## src/rtl/fetch_sequencer.sv

```systemverilog
// rtl/fetch_sequencer.sv - instruction-fetch sequencer: fetch PC, memory request handshake, instruction hold buffer, jump redirect
// Optional FETCH_PREFETCH_EN: two-entry buffer (head + prefetch) for one instruction per cycle.
module fetch_sequencer #(
  parameter int ADDR_W = 4,
  parameter int DATA_W = 8
) (
  input  logic              i_clk,
  input  logic              i_reset,
  output logic              o_mem_req,
  output logic [ADDR_W-1:0] o_mem_addr,
  input  logic              i_mem_ack,
  input  logic [DATA_W-1:0] i_mem_rdata,
  output logic              o_instr_valid,
  output logic [DATA_W-1:0] o_instr,
  output logic [ADDR_W-1:0] o_instr_pc,
  input  logic              i_instr_ready,
  input  logic              i_jump,
  input  logic [ADDR_W-1:0] i_jump_addr
);

  typedef enum logic [1:0] {S_START, S_FETCH, S_DISCARD, S_FULL} state_t;

  state_t            r_state, w_state;
  logic [ADDR_W-1:0] r_pc, w_pc;
  logic [ADDR_W-1:0] r_target, w_target;
  logic              r_valid, w_valid;
  logic [DATA_W-1:0] r_instr, w_instr;
  logic [ADDR_W-1:0] r_instr_pc, w_instr_pc;
`ifdef FETCH_PREFETCH_EN
  logic              r_pf_valid, w_pf_valid;
  logic [DATA_W-1:0] r_pf_instr, w_pf_instr;
  logic [ADDR_W-1:0] r_pf_pc, w_pf_pc;
`endif

  logic w_xfer;
  logic w_consume;

  // Outputs depend on registered state only; r_pc stays at the pending address in DISCARD.
`ifdef FETCH_PREFETCH_EN
  assign o_mem_req = (r_state == S_FETCH) || (r_state == S_DISCARD) ||
                     ((r_state == S_FULL) && !r_pf_valid);
`else
  assign o_mem_req = (r_state == S_FETCH) || (r_state == S_DISCARD);
`endif
  assign o_mem_addr    = r_pc;
  assign o_instr_valid = r_valid;
  assign o_instr       = r_instr;
  assign o_instr_pc    = r_instr_pc;

  assign w_xfer    = o_mem_req && i_mem_ack;
  assign w_consume = r_valid && i_instr_ready;

  always_comb begin
    w_state    = r_state;
    w_pc       = r_pc;
    w_target   = r_target;
    w_valid    = r_valid;
    w_instr    = r_instr;
    w_instr_pc = r_instr_pc;
`ifdef FETCH_PREFETCH_EN
    w_pf_valid = r_pf_valid;
    w_pf_instr = r_pf_instr;
    w_pf_pc    = r_pf_pc;
`endif
    case (r_state)
      S_START: w_state = S_FETCH;
      S_FETCH, S_FULL: begin
        if (i_jump) begin
          // Jump beats consume: everything buffered is flushed.
          w_valid    = 1'b0;
          w_instr    = '0;
          w_instr_pc = '0;
`ifdef FETCH_PREFETCH_EN
          w_pf_valid = 1'b0;
          w_pf_instr = '0;
          w_pf_pc    = '0;
`endif
          if (w_xfer || !o_mem_req) begin
            w_pc    = i_jump_addr;
            w_state = S_FETCH;
          end else begin
            w_target = i_jump_addr;
            w_state  = S_DISCARD;
          end
        end else begin
          if (w_consume) begin
`ifdef FETCH_PREFETCH_EN
            w_valid    = r_pf_valid;
            w_instr    = r_pf_instr;
            w_instr_pc = r_pf_pc;
            w_pf_valid = 1'b0;
            w_pf_instr = '0;
            w_pf_pc    = '0;
`else
            w_valid    = 1'b0;
            w_instr    = '0;
            w_instr_pc = '0;
`endif
          end
          if (w_xfer) begin
`ifdef FETCH_PREFETCH_EN
            if (w_valid) begin
              w_pf_valid = 1'b1;
              w_pf_instr = i_mem_rdata;
              w_pf_pc    = r_pc;
            end else begin
              w_valid    = 1'b1;
              w_instr    = i_mem_rdata;
              w_instr_pc = r_pc;
            end
`else
            w_valid    = 1'b1;
            w_instr    = i_mem_rdata;
            w_instr_pc = r_pc;
`endif
            w_pc = r_pc + ADDR_W'(1);
          end
          w_state = w_valid ? S_FULL : S_FETCH;
        end
      end
      S_DISCARD: begin
        if (i_jump) w_target = i_jump_addr;
        if (w_xfer) begin
          w_pc    = i_jump ? i_jump_addr : r_target;
          w_state = S_FETCH;
        end
      end
      default: w_state = S_START;
    endcase
  end

  always_ff @(posedge i_clk) begin
    if (i_reset) begin
      r_state    <= S_START;
      r_pc       <= '0;
      r_target   <= '0;
      r_valid    <= 1'b0;
      r_instr    <= '0;
      r_instr_pc <= '0;
`ifdef FETCH_PREFETCH_EN
      r_pf_valid <= 1'b0;
      r_pf_instr <= '0;
      r_pf_pc    <= '0;
`endif
    end else begin
      r_state    <= w_state;
      r_pc       <= w_pc;
      r_target   <= w_target;
      r_valid    <= w_valid;
      r_instr    <= w_instr;
      r_instr_pc <= w_instr_pc;
`ifdef FETCH_PREFETCH_EN
      r_pf_valid <= w_pf_valid;
      r_pf_instr <= w_pf_instr;
      r_pf_pc    <= w_pf_pc;
`endif
    end
  end

endmodule

```

## config.mk

```make
export PLATFORM = sky130hd
export DESIGN_NAME = fetch_sequencer
export DESIGN_NICKNAME = d
export VERILOG_FILES = /design/src/rtl/fetch_sequencer.sv
export SDC_FILE = /design/constraint.sdc
export NUM_CORES = 1
export LEC_CHECK = 0
export CAP_MARGIN = 20
export CORE_UTILIZATION = 30
export DETAILED_ROUTE_END_ITERATION = 7
export GPL_TIMING_DRIVEN = 0
export SETUP_SLACK_MARGIN = 0.5
export SYNTH_ARGS = -nofsm -noshare
export SYNTH_HDL_FRONTEND = slang
export SYNTH_SLANG_ARGS = --single-unit
```

## constraint.sdc

```tcl
create_clock -name i_clk -period 2 [get_ports i_clk]
set_input_delay 0.6 -clock i_clk [delete_from_list [all_inputs] [get_ports i_clk]]
set_output_delay 0.6 -clock i_clk [all_outputs]
set_load 0.01 [all_outputs]
```

=== After elaboration in Yosys (flattened, before gate mapping) ===
Index checks and enable logic that the tools add are counted.

* Eq/ne operators: 8
* $add $sub $neg: 1
* Divide/modulo/power cells: 0
* Magnitude comparators: 0
* Reduce and logical (&&, ||, !) cells: 12
* Shift-type cells: 0
* Bitwise logic cells: 0
* Multiply operators: 0
* Muxes and demuxes: 25

{| class="wikitable"
|+ Operator list
! kind !! count
|-
| $mux 4 || 10
|-
| $mux 8 || 3
|-
| $pmux 4 s2 || 2
|-
| $mux 2 || 4
|-
| $ne 2x2->1 const B || 3
|-
| $ne 3x3->1 const B || 2
|-
| $pmux 2 s3 || 1
|-
| $mux 1 || 5
|-
| $add 4x1->4 const B || 1
|-
| $eq 2x2->1 const B || 2
|-
| $reduce_and 4->1 || 1
|-
| $reduce_and 3->1 || 1
|-
| $reduce_bool 3->1 || 1
|-
| $eq 2x1->1 const B || 1
|-
| $logic_and 1x1->1 || 2
|-
| $logic_not 2->1 || 1
|-
| $logic_or 1x1->1 || 2
|-
| $reduce_and 2->1 || 1
|-
| $reduce_bool 2->1 || 1
|-
| $reduce_or 2->1 || 1
|-
| $logic_not 1->1 || 1
|}

* RAM bits: 0
* Register bits after elaboration: 23
* Word-level logic and storage cells: 52
* Output and inout bits: 18
* ROM bits: 0
* Input port bits: 17
* Memories: 0
* Latch bits: 0

=== Longest topological paths before layout ===
Gate-level depths: netlist of run 1.

* Depth in word-level cells: 9
* Gate-level depth with buffers: 7
* Mapped depth without buffers: 6

=== Worst setup path after synthesis of run 1 ===
OpenSTA, ideal clock, no wires.

* Path kind: register -> register
* From: reg r_state[0]
* To: reg r_target[0]
* Setup time: 128 ps
* Clock period less this slack: 1767 ps
* Slack: 233 ps
* Data required time: 1872 ps
* Data arrival time: 1640 ps
* Cell stages (with the launch flop): 7
* Path through: dfxtp_1 inv_1 ha_1 nand3b_4 a221oi_4 mux2i_1 nor2_1

* Longest elaborated chain between the ends: 6
* Elaborated cells on any way between the ends: 13

{| class="wikitable"
|+ RTL lines
! item !! line !! RTL
|-
| start, declared || 23 || <nowiki>state_t r_state, w_state;</nowiki>
|-
| start signal, assigned || 146 || <nowiki>r_state <= w_state;</nowiki>
|-
| $eq 2x1->1 or $eq 2x2->1 (tied branches) || 43 || <nowiki>assign o_mem_req = (r_state == S_FETCH) || (r_state == S_DISCARD);</nowiki>
|-
| $logic_or 1x1->1 * || 43 ||
|-
| via o_mem_req || 9 || <nowiki>output logic o_mem_req,</nowiki>
|-
| $logic_and 1x1->1 or $logic_not 1->1 (tied branches) || 50, 78 ||
|-
| $logic_or 1x1->1 * || 78 || <nowiki>if (w_xfer || !o_mem_req) begin</nowiki>
|-
| $ne 2x2->1 (no source line) * || n/a ||
|-
| $reduce_and 3->1 (no source line) * || n/a ||
|-
| end signal, assigned || 148 || <nowiki>r_target <= w_target;</nowiki>
|-
| end, declared || 25 || <nowiki>logic [ADDR_W-1:0] r_target, w_target;</nowiki>
|}

Mark *: on every way through the listed nets, which the timed path passes. The rest lies on a longest branch.
A chain may end at the register's enable or synchronous reset.

=== Final worst setup path of run 1 ===
* From: reg r_state[0]
* To: out o_mem_req

* Longest elaborated chain between the ends: 2
* Elaborated cells on any way between the ends: 3

{| class="wikitable"
|+ RTL lines
! item !! line
|-
| $eq 2x1->1 or $eq 2x2->1 (tied branches) || 43
|-
| $logic_or 1x1->1 * || 43
|-
| end, declared || 9
|}

Every way passes the cells marked *; elsewhere a longest branch is shown, timed or not.

==> results of run 1 <==
where the power goes:
group | internal (mW) | leakage, nW | switching [mW]
logic | 0.272 | 0.559 | 0.239
registers | 0.495 | 0.197 | 0.0202
clock network | 0.0746 | 0.0177 | 0.145
worst max-delay path: stages (launching register included):
cell and delay [ns]:
dfxtp_4 0.39, inv_2 0.05, ha_4 0.29, buf_6 0.10
what timing repair did:
item | in CTS | in global routing
hold endpoints to repair | 0 | 0
pin swaps | 7 | 7
setup endpoints to repair | 39 | 40
buffers inserted | 13 | 11
hold buffers | 0 | 0
resized for setup | 99 | 33
cloned | 1 | 0
layer usage:
| metal | wire length (um) | share of wire | vias up |
|---|---|---|---|
| met5 | 0 | 0 | - |
| met4 | 27 | 0.0087 | 0 |
| met3 | 52 | 0.017 | 2 |
| met2 | 1560 | 0.50 | 14 |
| met1 | 1470 | 0.47 | 520 |
| li1 | - | - | 549 |
final cells by class:
cell class / instances / area [sq um] / share of cell area
clock inverters: 1 / 5.00 / 0.00263
well taps: 46 / 57.6 / 0.0303
flip-flops and latches: 23 / 494 / 0.260
multi-input cells: 84 / 772 / 0.406
repair buffers: 58 / 480 / 0.253
plain buffers: 6 / 50.0 / 0.0263
clock buffers: 3 / 22.5 / 0.0118
inverters: 4 / 20.0 / 0.0105
state kept, by name (all words and copies together), names as in the netlist:
name / cells
o_instr: 8
r_state: 2
o_instr_valid: 1
o_mem_addr: 4
r_target: 4
o_instr_pc: 4
through the flow:
| stage | hold slack (ns) | cells | setup slack (ns) | power, mW |
|---|---|---|---|---|
| 6_report | 0.503 | 225 | 0.257 | 1.25 |
| 5_1_grt | 0.544 | 225 | 0.201 | 1.32 |
| 4_1_cts | 0.505 | 214 | 0.260 | 1.22 |
| 3_5_place_dp | 0.488 | 196 | -0.120 | 0.860 |
| 3_3_place_gp | 0.474 | 196 | -0.0559 | 0.853 |
| 2_1_floorplan | 0.460 | 117 | 0.466 | 0.737 |
Yosys cell counts, types with 3 or more instances:
master / number / area share
dfxtp_1: 23 / 0.42
nor2_1: 19 / 0.065
a22oi_1: 12 / 0.082
mux2i_1: 7 / 0.064
nand2_1: 7 / 0.024
a21oi_1: 6 / 0.027
ha_1: 5 / 0.057
o21ai_0: 4 / 0.018
inv_1: 3 / 0.010
cell families (layout without fill, tap and decap cells):
family	after synthesis	after routing	share of synthesized area
and+or+nand+nor	31	31	0.131
buffers and inverters	10	72	0.0432
adders and majority gates	5	5	0.0569
AOI/OAI and AO/OA	38	38	0.261
xor gates and xnor gates	2	2	0.0159
muxes	8	8	0.0739
DFF	23	23	0.419
path summary, 6_finish.rpt:
path	startpoint	to	slack [ns]	cells past startpoint
worst min register to register	o_instr_pc[2]	o_instr_pc[2]	0.50	2
worst max register to register	r_state[1]	o_mem_addr[3]	0.28	9
worst max-delay path	r_state[0]	o_mem_req	0.26	3
worst min-delay path	o_instr_pc[2]	o_instr_pc[2]	0.50	2
==> qor.yml, run 1 <==
status: "finished, final reports clean"
syn_nets: 139
grt_use_total: 0.170
post-route-cell-area_sq_um: 1900
post-route-util: 0.557
htree_num_levels: 1
mostFrequentLayoutCells: "buf_4, nor2_1, dfxtp_2"
die_area_sq_um: 3910
syn_to_final_growth_pct: 72.9
peakVddDrop_v: 0.000211
clk-insertion-delay-late_ns: 0.31
path_clk_slew_ns: 0.13
synth_edf_count: 0
drtPass1Iterations: 4
detail-route-antenna-nets: 0
cts_tree: "done"
drive_above_1_share: 0.587
cap_violations: 0
path_max_fanout: 4
grt.overflow.total: 0
timing.final.crit_period_ns: 1.74
finClkSkew_ns: 0.00241
layout.nets: 202
grt_pass1_wl_mm: 5.44
pwr_density_cell_nw_per_um2: 655
worst_slew_pin_slew_ns: 0.434
yosysSeqAreaShare: 0.419
fmax_ghz: 0.574
finalHoldViolations: 0
fp.dieH_um: 62.5
wirelength_mm: 3.11
p_leak_nw: 0.774
drt-vias-per-instance: 4.82
grtUsageMet2: 0.292
ios: 35
min_period_over_period: 0.871
arrival_ns: 1.14
syn_inst: 117
chipWidth_um: 62.5
cts_num_sinks: 23
antenna_found_initial: 0
core_sq_um: 3420
setup_viol: 0
relSlewSlack: 0.710
syn_area_sq_um: 1100
wl_per_cell_um: 13.8
ys_ff_latch: 23
use_met1: 0.228
start_kind: "flip-flop"
grt_pass1_vias: 1108
vias: 1085
place_hpwl_mm: 2.02
root_buffer: "clkbuf_4"
dpl_cell_area_sq_um: 1530
slew_violations: 0
syn_area_per_cell_sq_um: 9.40
rows: 21
num_antenna_cells: 0
synth.distinct_cells: 31
top_usage_layer: "met2"
rsz0062_at_grt: "yes"
async_flop_share: 0
fill_cells: 317
clockBufferDepth: 2
met3_usage: 0.00730
synthesis.yosys.warnings: 0
io_buffers: 33
drc: 0
final_common_cell: "buf_4"
worstPathRequired_ns: 1.40
start_util: 0.322
initialDrtViolationCount: 34
ys.flop_type: "dfxtp_1"
place_congestion: 0.815
fin_tns_setup_ns: 0
crit_type: "reg2out"
grt_max_degree: 14
numCtsBuffers: 3
hold_class: "reg2reg"
end_kind: "output pin"
Power figures use the tool's default switching activity.
==> run 2, diff against run 1 <==
- CTS_CLUSTER_SIZE: not set -> 8
- GPL_TIMING_DRIVEN: 0 -> not set
- MAX_ROUTING_LAYER: not set -> met4
==> run 2 against run 1 <==
Against the previous run:
- largest power group unchanged
- critical endpoint unchanged
- worst hold slack worse by 0.0045 ns
- highest routed layer unchanged
- total power is 2.6% lower
- critical path depth stayed put
- utilization is 0.66 points lower
- worst setup slack better by 0.019 ns
- register-to-register slack hardly changed
- flip-flop and latch count stayed put
- first-iteration DRC count is 8.8% higher
- critical path type unchanged
- largest cell class unchanged
- combinational power is 6.2% lower
- cell area is 1.2% lower
- routed wire length is 0.80% higher
==> qor.yml, run 2 (synthesis results as in run 1) <==
drc: 0  # unchanged
die_area_sq_um: 3910  # unchanged
htree_num_levels: 1  # unchanged
cts_tree: "done"
slowest_delay_ns: 0.39  # about the same
grt_max_degree: 14  # unchanged
num_antenna_cells: 0  # unchanged
grt_pass1_wl_mm: 5.10  # -6.2%
mostFrequentLayoutCells: "buf_4, nor2_1, buf_2"
start_kind: "flip-flop"
ios: 35  # unchanged
drt-vias-per-instance: 4.88  # +1.3%
place_hpwl_mm: 2.13  # +5.1%
initialDrtViolationCount: 37  # +8.8%
grt_use_total: 0.169  # -0.00123
fp.dieH_um: 62.5  # unchanged
rows: 21  # unchanged
hold_path_depth: 2  # unchanged
grt.overflow.total: 0  # unchanged
path_max_fanout: 3  # -1
arrival_ns: 1.12  # -0.02 ns
status: "finished, final reports clean"
wl_per_cell_um: 14.0  # +1.3%
pwr_density_cell_nw_per_um2: 646  # -1.5%
fmax_ghz: 0.580  # +1.1%
worst_slew_pin_slew_ns: 0.367  # -0.0676 ns
crit_type: "reg2out"
finalHoldViolations: 0  # unchanged
drtPass1Iterations: 4  # unchanged
numCtsBuffers: 3  # unchanged
timing.final.crit_period_ns: 1.72  # -0.0190 ns
p_leak_nw: 0.771  # -0.35%
hold_class: "reg2reg"
critical-path-slowest-cell: "dfxtp_4"
syn_to_final_growth_pct: 70.9
cts_num_sinks: 23  # unchanged
reg2reg_depth: 6  # -3
place_congestion: 0.767  # -5.9%
numPlacedInstances: 199  # +1.5%
slew_violations: 0  # unchanged
path_clk_slew_ns: 0.13  # about the same
io_buffers: 34  # +3.0%
min_period_over_period: 0.862  # -0.00951
power_mw: 1.21  # -2.6%
worstPathRequired_ns: 1.40  # about the same
antenna_found_initial: 0  # unchanged
ctsHoldBuffers: 0  # unchanged
detail-route-antenna-nets: 0  # unchanged
final_common_cell: "buf_4"
dpl_cell_area_sq_um: 1570  # +2.2%
wirelength_mm: 3.14  # +0.80%
whs_ns: 0.498  # -0.00455 ns
cap_violations: 0  # unchanged
grt_pass1_vias: 1033  # -6.8%
setup_viol: 0  # unchanged
start_util: 0.322  # unchanged
largest_reg_flops: 8  # unchanged
chipWidth_um: 62.5  # unchanged
rsz0062_at_grt: "yes"
crit_chain: "inv_4, ha_4, buf_6"
peakVddDrop_v: 0.000329  # +56%
core_sq_um: 3420  # unchanged
end_kind: "output pin"
clk-insertion-delay-late_ns: 0.31  # about the same
drive_above_1_share: 0.579  # -0.00794
instances_no_fill: 224  # -0.44%
rrSetupSlack_ns: 0.28  # about the same
vias: 1094  # +0.83%
layout.nets: 201  # -0.50%
post-route-cell-area_sq_um: 1880  # -1.2%
relSlewSlack: 0.755  # +0.0451
root_buffer: "clkbuf_4"
finClkSkew_ns: 0.00600  # +0.00358 ns
clockBufferDepth: 2  # unchanged
[run 2: worst max-delay path: cells and delay by family, from the launching register on]
kind                       cells  cell delay, ns
buffers and inverters          2            0.15
DFF                            1            0.39
adders and majority gates      1            0.28
[run 2: final cells by class]
| cell class | count | area, sq um |
|---|---|---|
| repair buffers | 63 | 502 |
| clock inverters | 1 | 5.00 |
| fillers | 320 | 1540 |
| clock buffers | 3 | 22.5 |
| flip-flops and latches | 23 | 499 |
| multi-input cells | 84 | 771 |
| inverters | 4 | 22.5 |
| well taps | 46 | 57.6 |
[run 2: stage by stage]
stage                      util  setup slack, ns  TNS [ns]
final                     0.550            0.276         0
after global routing      0.550            0.179         0
after CTS                 0.528            0.268         0
after detailed placement  0.459           -0.274     -4.37
after global placement    0.459           -0.198     -3.51
after floorplan               -            0.466         0
[run 2: metal layers]
layer	global-route usage	vias to the layer above	wire, um
li1	-	552	-
met1	0.229	512	1480
met2	0.269	26	1550
met3	0.0146	4	77
met4	0.0436	0	35
met5	-	-	0
[run 2: path summary, 6_finish.rpt]
kind	start	end
max	r_state[1]	o_mem_req
min	r_target[3]	o_mem_addr[3]
max reg2reg	r_state[0]	r_target[3]
min reg2reg	r_target[3]	o_mem_addr[3]
[run 2: what timing repair did]
action / 4_1_cts / 5_1_grt
hold endpoints to repair: 0 / 0
pin swaps: 6 / 9
setup buffers: 10 / 11
cloned: 0 / 0
resized for setup: 105 / 27
endpoints found under the setup margin: 41 / 37
[run 2: power breakdown]
group / internal [mW] / total, mW / switching, mW
sequential: 0.495 / 0.516 / 0.0209
clock: 0.0747 / 0.217 / 0.142
combinational: 0.250 / 0.480 / 0.230
total: 0.820 / 1.21 / 0.393
